### src/rtl/i2c_slave_pkg.sv
// i2c_slave_pkg: FSM state encoding and bit positions of the I2C address/R-W byte shared by the I2C register-file slave
package i2c_slave_pkg;
    typedef enum logic [3:0] {
        IDLE, ADDR, ADDR_ACK, PTR, PTR_ACK, WDATA, WDATA_ACK, RDATA, RDATA_ACK, WAIT_STOP
    } state_t;
    localparam int RW_BIT   = 0;
    localparam int ADDR_LSB = 1;
    localparam int ADDR_MSB = 7;
endpackage

### src/rtl/i2c_bus_sync.sv
// i2c_bus_sync: 2-flop synchronisers for scl/sda_i with SCL edge and START/STOP detection; in clk, rst, scl, sda_i; out sda (synchronised), scl_rise, scl_fall, start, stop
module i2c_bus_sync (
    input  logic clk,
    input  logic rst,
    input  logic scl,
    input  logic sda_i,
    output logic sda,
    output logic scl_rise,
    output logic scl_fall,
    output logic start,
    output logic stop
);
    logic [1:0] scl_m, sda_m;
    logic scl_d, sda_d;
    always_ff @(posedge clk or posedge rst) begin
        if (rst) begin
            scl_m <= 2'b11;
            sda_m <= 2'b11;
            scl_d <= 1'b1;
            sda_d <= 1'b1;
        end else begin
            scl_m <= {scl_m[0], scl};
            sda_m <= {sda_m[0], sda_i};
            scl_d <= scl_m[1];
            sda_d <= sda_m[1];
        end
    end
    assign sda      = sda_m[1];
    assign scl_rise = scl_m[1] & ~scl_d;
    assign scl_fall = ~scl_m[1] & scl_d;
    assign start    = scl_m[1] & scl_d & sda_d & ~sda_m[1];
    assign stop     = scl_m[1] & scl_d & ~sda_d & sda_m[1];
endmodule

### src/rtl/i2c_slave_regfile.sv
// i2c_slave_regfile: I2C slave exposing DEPTH 8-bit registers (ptr byte then data bytes); ports clk, rst, scl, sda_i, sda_oe, out, wr_pulse, host_addr, host_data; define I2C_SLAVE_AUTOINC_EN to auto-increment ptr after each ACKed data byte
module i2c_slave_regfile
    import i2c_slave_pkg::*;
#(
    parameter logic [6:0] SLAVE_ADDR = 7'h69,
    parameter int         DEPTH      = 32,
    parameter int         AW         = $clog2(DEPTH)
) (
    input  logic          clk,
    input  logic          rst,
    input  logic          scl,
    input  logic          sda_i,
    output logic          sda_oe,
    output logic [7:0]    out,
    output logic          wr_pulse,
    input  logic [AW-1:0] host_addr,
    output logic [7:0]    host_data
);
    state_t state, nxt;
    logic sda, scl_rise, scl_fall, start, stop;
    logic [7:0] sh, sh_in;
    logic [3:0] cnt;
    logic [AW-1:0] ptr, ptr_step;
    logic mack, addr_hit, ptr_ok;
    logic [7:0] regs [DEPTH];

    i2c_bus_sync u_sync (
        .clk(clk), .rst(rst), .scl(scl), .sda_i(sda_i),
        .sda(sda), .scl_rise(scl_rise), .scl_fall(scl_fall), .start(start), .stop(stop)
    );

    assign sh_in     = {sh[6:0], sda};
    assign addr_hit  = sh[ADDR_MSB:ADDR_LSB] == SLAVE_ADDR;
    assign ptr_ok    = {24'd0, sh} < 32'(DEPTH);
    assign host_data = regs[host_addr];
`ifdef I2C_SLAVE_AUTOINC_EN
    assign ptr_step = (ptr == AW'(DEPTH - 1)) ? '0 : ptr + 1'b1;
`else
    assign ptr_step = ptr;
`endif

    always_ff @(posedge clk or posedge rst) begin
        if (rst) state <= IDLE;
        else state <= nxt;
    end

    always_comb begin
        nxt = state;
        if (start) nxt = ADDR;
        else if (stop) nxt = IDLE;
        else if (scl_fall) begin
            case (state)
                ADDR:      nxt = (cnt != 4'd8) ? ADDR : addr_hit ? ADDR_ACK : WAIT_STOP;
                ADDR_ACK:  nxt = sh[RW_BIT] ? RDATA : PTR;
                PTR:       nxt = (cnt != 4'd8) ? PTR : ptr_ok ? PTR_ACK : WAIT_STOP;
                PTR_ACK:   nxt = WDATA;
                WDATA:     nxt = (cnt == 4'd8) ? WDATA_ACK : WDATA;
                WDATA_ACK: nxt = WDATA;
                RDATA:     nxt = (cnt == 4'd7) ? RDATA_ACK : RDATA;
                RDATA_ACK: nxt = mack ? WAIT_STOP : RDATA;
                default:   nxt = state;
            endcase
        end
    end

    always_comb begin
        sda_oe = (state == ADDR_ACK || state == PTR_ACK || state == WDATA_ACK) ? 1'b1 :
                 (state == RDATA) ? ~sh[7] : 1'b0;
    end

    always_ff @(posedge clk or posedge rst) begin
        if (rst) begin
            sh       <= '0;
            cnt      <= '0;
            ptr      <= '0;
            mack     <= 1'b1;
            out      <= '0;
            wr_pulse <= 1'b0;
            regs     <= '{default: 8'h00};
        end else begin
            wr_pulse <= 1'b0;
            if (start) cnt <= '0;
            else if (!stop) begin
                case (state)
                    ADDR, PTR, WDATA: begin
                        if (scl_rise) begin
                            sh  <= sh_in;
                            cnt <= cnt + 1'b1;
                            if (state == WDATA && cnt == 4'd7) begin
                                regs[ptr] <= sh_in;
                                out       <= sh_in;
                                wr_pulse  <= 1'b1;
                            end
                        end
                        if (scl_fall && state == PTR && cnt == 4'd8 && ptr_ok) ptr <= sh[AW-1:0];
                    end
                    ADDR_ACK: if (scl_fall) begin
                        cnt <= '0;
                        if (sh[RW_BIT]) begin
                            sh  <= regs[ptr];
                            out <= regs[ptr];
                        end
                    end
                    PTR_ACK: if (scl_fall) cnt <= '0;
                    WDATA_ACK: if (scl_fall) begin
                        cnt <= '0;
                        ptr <= ptr_step;
                    end
                    RDATA: if (scl_fall) begin
                        sh  <= {sh[6:0], 1'b0};
                        cnt <= cnt + 1'b1;
                    end
                    RDATA_ACK: begin
                        if (scl_rise) mack <= sda;
                        if (scl_fall) begin
                            cnt <= '0;
                            if (!mack) begin
                                ptr <= ptr_step;
                                sh  <= regs[ptr_step];
                                out <= regs[ptr_step];
                            end
                        end
                    end
                    default: ;
                endcase
            end
        end
    end
endmodule
### config.mk
export PLATFORM = sky130hd
export DESIGN_NAME = i2c_slave_regfile
export DESIGN_NICKNAME = d
export VERILOG_FILES = /design/src/rtl/i2c_slave_pkg.sv /design/src/rtl/i2c_bus_sync.sv /design/src/rtl/i2c_slave_regfile.sv
export SDC_FILE = /design/constraint.sdc
export NUM_CORES = 1
export LEC_CHECK = 0
export CORE_MARGIN = 4
export CORE_UTILIZATION = 45
export CTS_CLUSTER_DIAMETER = 50
export CTS_CLUSTER_SIZE = 16
export DETAILED_ROUTE_END_ITERATION = 16
export PLACE_DENSITY_LB_ADDON = 0.2
export SLEW_MARGIN = 20
export SYNTH_ARGS = -nofsm -noshare
export SYNTH_HDL_FRONTEND = slang
export SYNTH_SLANG_ARGS = --single-unit
### constraint.sdc
create_clock -name clk -period 9.7 [get_ports clk]
set_input_delay 0.97 -clock clk [delete_from_list [all_inputs] [get_ports clk]]
set_output_delay 0.97 -clock clk [all_outputs]
set_load 0.05 [all_outputs]
==> summary.md <==
| Metric | Value |
|---|---|
| Leakage power | `7.70 nW` |
| Largest area contributor in the synthesized netlist | `dfrtp_1` |
| Initial antenna violation count | `0` |
| Mean post-synth cell area | `13.4 um2` |
| Row cnt | `68` |
| Clk pwr share | `0.481` |
| Initial Util | `0.459` |
| Switching part of the total power | `0.282` |
| EDFF count, synth | `0` |
| WL/cell | `28.7 um` |
| Max-slew violation count | `0` |
| Status | `completed` |
| Final #Nets | `1182` |
| Worst hold margin | `0.357 ns` |
| Inserted Clock Buffers | `37` |
| Seq cells post-synth | `293` |
| Drt total wl | `47500 um` |
| Post-DRT Antenna Nets | `0` |
| Ys async rst share | `1.00` |
| Seq/Total Area, Yosys | `0.459` |
| Hold_buf cts | `0` |
| Reg2Reg Depth | `6` |
| Clock slew at reported path FFs | `0.06 ns` |
| R2R Path End | `regs[22]` |
| R2R setup slack | `6.27 ns` |
| Rel. slew slack | `0.239` |
| Area of the mapped netlist | `16000 um2` |
| Core area | `34800 um2` |
| Post-CTS sizing | `0` |
| Antenna cells | `0` |
| Hold Crit Class | `register to register` |
| GP Congestion | `0.925` |
| Share of cells above drive strength 1 | `0.399` |
| CP Max Fanout | `36` |
| Clock Path Buffers | `3` |
| Clock root buffer | `clkbuf_16` |
| TritonRoute pass-1 iters | `5` |
| CP Launch Point | `host_addr[0]` |
| Reg power frac | `0.407` |
| Buffers added on ports | `26` |
| I/O Pins | `27` |
| Die height | `196 um` |
| Max Cap Viol | `0` |
| DR vias/cell | `6.55` |
| Sw power | `0.000887 W` |
| Peak VDD IR | `0.000144 V` |
| Power Internal | `0.00226 W` |
| Layout Area Growth over Synthesis | `11.8%` |
| Min-Delay Path Depth | `0` |
| Worst flop-to-flop path startpoint | `state[0]` |
| Part of the power in combinational logic | `0.111` |
| Clock skew | `0.0246 ns` |
| Syn nets | `1203` |
| Warnings, synthesis | `0` |
| Final hold viol count | `0` |
| Crit share post-route | `0.543` |
| Top post-synthesis cells by area | `dfrtp_1 45%, mux2_2 19%, mux4_2 12%, mux2i_1 7.6%, o22ai_1 2.2%` |
| # setup viols final | `0` |
| Final critical-path required period | `5.27 ns` |
| Post-Syn Instances | `1192` |
| WS Path Type | `input pin to output pin` |
| Dpl hpwl | `29800 um` |
| First-pass GRT wire length | `70700 um` |
| Top-area cell type share of the netlist area | `0.448` |
| DP Area | `16500 um2` |
| Main flop type after synthesis | `dfrtp_1` |
| Worst setup SP type | `input pin` |
| Die W | `196 um` |
| Setup Buffers After CTS | `0` |
| CTS H-tree lvls | `2` |
| Remaining Overflow, GRT | `0` |
| Fmax | `190 MHz` |
| Setup TNS | `0 ns` |
| Worst-Skew Late Latency | `0.54 ns` |
| RSZ-0062 raised after global routing | `no` |
| DRC viols | `0` |
| Vias post-DR | `10832` |
| Die area | `38600 um2` |
| CP endpoint kind | `output pin` |
| Worst setup path endpoint | `host_data[4]` |
| Yosys cell types | `64` |
| Worst path required time | `8.73 ns` |
| Worst slew pin tran | `1.13 ns` |
| Final total power | `0.00314 W` |
| CTS tree | `yes` |
| Starting DRT DRC Count | `1072` |
| CTS sink count | `293` |
| Final instance area | `17900 um2` |
| CP arrival | `4.30 ns` |
| GR Util All Layers | `0.245` |
| PD cells | `176 nW/um2` |
| Vias in the first global route | `10367` |
| Largest net degree at the start of global routing | `187` |
==> Yosys cell counts (5+ instances only) <==
cell type    n
inv_1        8
nand2b_1     6
clkbuf_1    53
nor4_1      16
nand3_1      5
mux2_2     269
a21oi_1     18
nor2_2      14
buf_4        5
mux2i_1    121
dfrtp_1    286
nand4b_1     7
nor3_1      12
nor2_1      21
dfstp_2      7
buf_1       11
a22oi_1     12
buf_2       31
o22ai_1     57
nand2_1     45
o21ai_0     18
nor2b_1      6
mux4_2      88
nand3b_1     5
==> layer usage <==
| metal | track usage | routed length, um | vias to the layer above |
|---|---|---|---|
| li1 | - | - | 4538 |
| met1 | 0.367 | 21500 | 5745 |
| met2 | 0.360 | 20900 | 450 |
| met3 | 0.0439 | 3420 | 99 |
| met4 | 0.0864 | 1760 | 0 |
| met5 | 0 | 0 | - |
==> worst max-delay path: stages <==
cell,delay [ns]
buf_4,0.46
buf_4,0.68
mux4_2,0.59
mux4_2,0.49
mux2_2,0.29
clkdlybuf4s50_1,0.77
==> worst min path at each step <==
stage                          from         endpoint  slack (ns)
finish              u_sync.sda_m[0]  u_sync.sda_m[1]        0.36
global placement    u_sync.scl_m[0]  u_sync.scl_m[1]        0.35
global route        u_sync.scl_m[0]  u_sync.scl_m[1]        0.36
detailed placement  u_sync.sda_m[0]  u_sync.sda_m[1]        0.35
CTS                 u_sync.sda_m[0]  u_sync.sda_m[1]        0.36
floorplan           u_sync.scl_m[0]  u_sync.scl_m[1]        0.35
==> layout make-up <==
cell class / instances / area (um2)
clock inverter: 25 / 339
inverter: 8 / 37.5
clock buffer: 42 / 1020
fill: 2936 / 16900
sequential: 293 / 7340
tap: 455 / 569
timing repair buffer: 43 / 413
multi-input combinational: 788 / 8150
==> cells by family (layout without fill, tap and decap cells) <==
logic type,Yosys count,in the layout,share of synthesized area
xor gates and xnor gates,4,4,0.00219
DFF,293,293,0.459
and+or+nand+nor,176,176,0.0664
muxes,479,479,0.390
adders and majority gates,2,2,0.00157
AOI/OAI and AO/OA,127,127,0.0499
buffers and inverters,111,118,0.0307
==> state kept, by name, indices dropped and copies added, names as in the netlist <==
register and flops:
cnt 4, mack 1, out 8, ptr 5, regs 256, sh 8
state 4, u_sync.scl_d 1, u_sync.scl_m 2, u_sync.sda_d 1, u_sync.sda_m 2, wr_pulse 1
==> cells in the final DEF (no fill, tap or decap), types with 14 or more instances in the layout <==
cell / instances
nor4_1: 16
o21ai_0: 18
clkdlybuf4s50_1: 24
dfrtp_1: 285
nor2_2: 14
mux2_2: 269
clkbuf_16: 39
buf_4: 16
o22ai_1: 57
a21oi_1: 18
mux2i_1: 121
mux4_2: 88
nor2_1: 21
nand2_1: 45
==> metrics by stage <==
| step | std cells | setup slack (ns) | utilization |
|---|---|---|---|
| after floorplan | 1192 | 0.651 | - |
| after global placement | 1586 | 4.41 | 0.474 |
| after detailed placement | 1586 | 4.37 | 0.474 |
| after CTS | 1653 | 4.37 | 0.513 |
| after global routing | 1654 | 4.24 | 0.514 |
| final | 1654 | 4.43 | 0.514 |
==> power groups by stage <==
stage | clock, W | combinational (W) | sequential (W)
floorplan | 0 | 0.000236 | 0.00130
global placement | 0 | 0.000345 | 0.00130
detailed placement | 0 | 0.000348 | 0.00130
CTS | 0.00153 | 0.000347 | 0.00128
global route | 0.00158 | 0.000382 | 0.00129
finish | 0.00151 | 0.000350 | 0.00128
No activity file was read; power rests on OpenSTA's default activity.
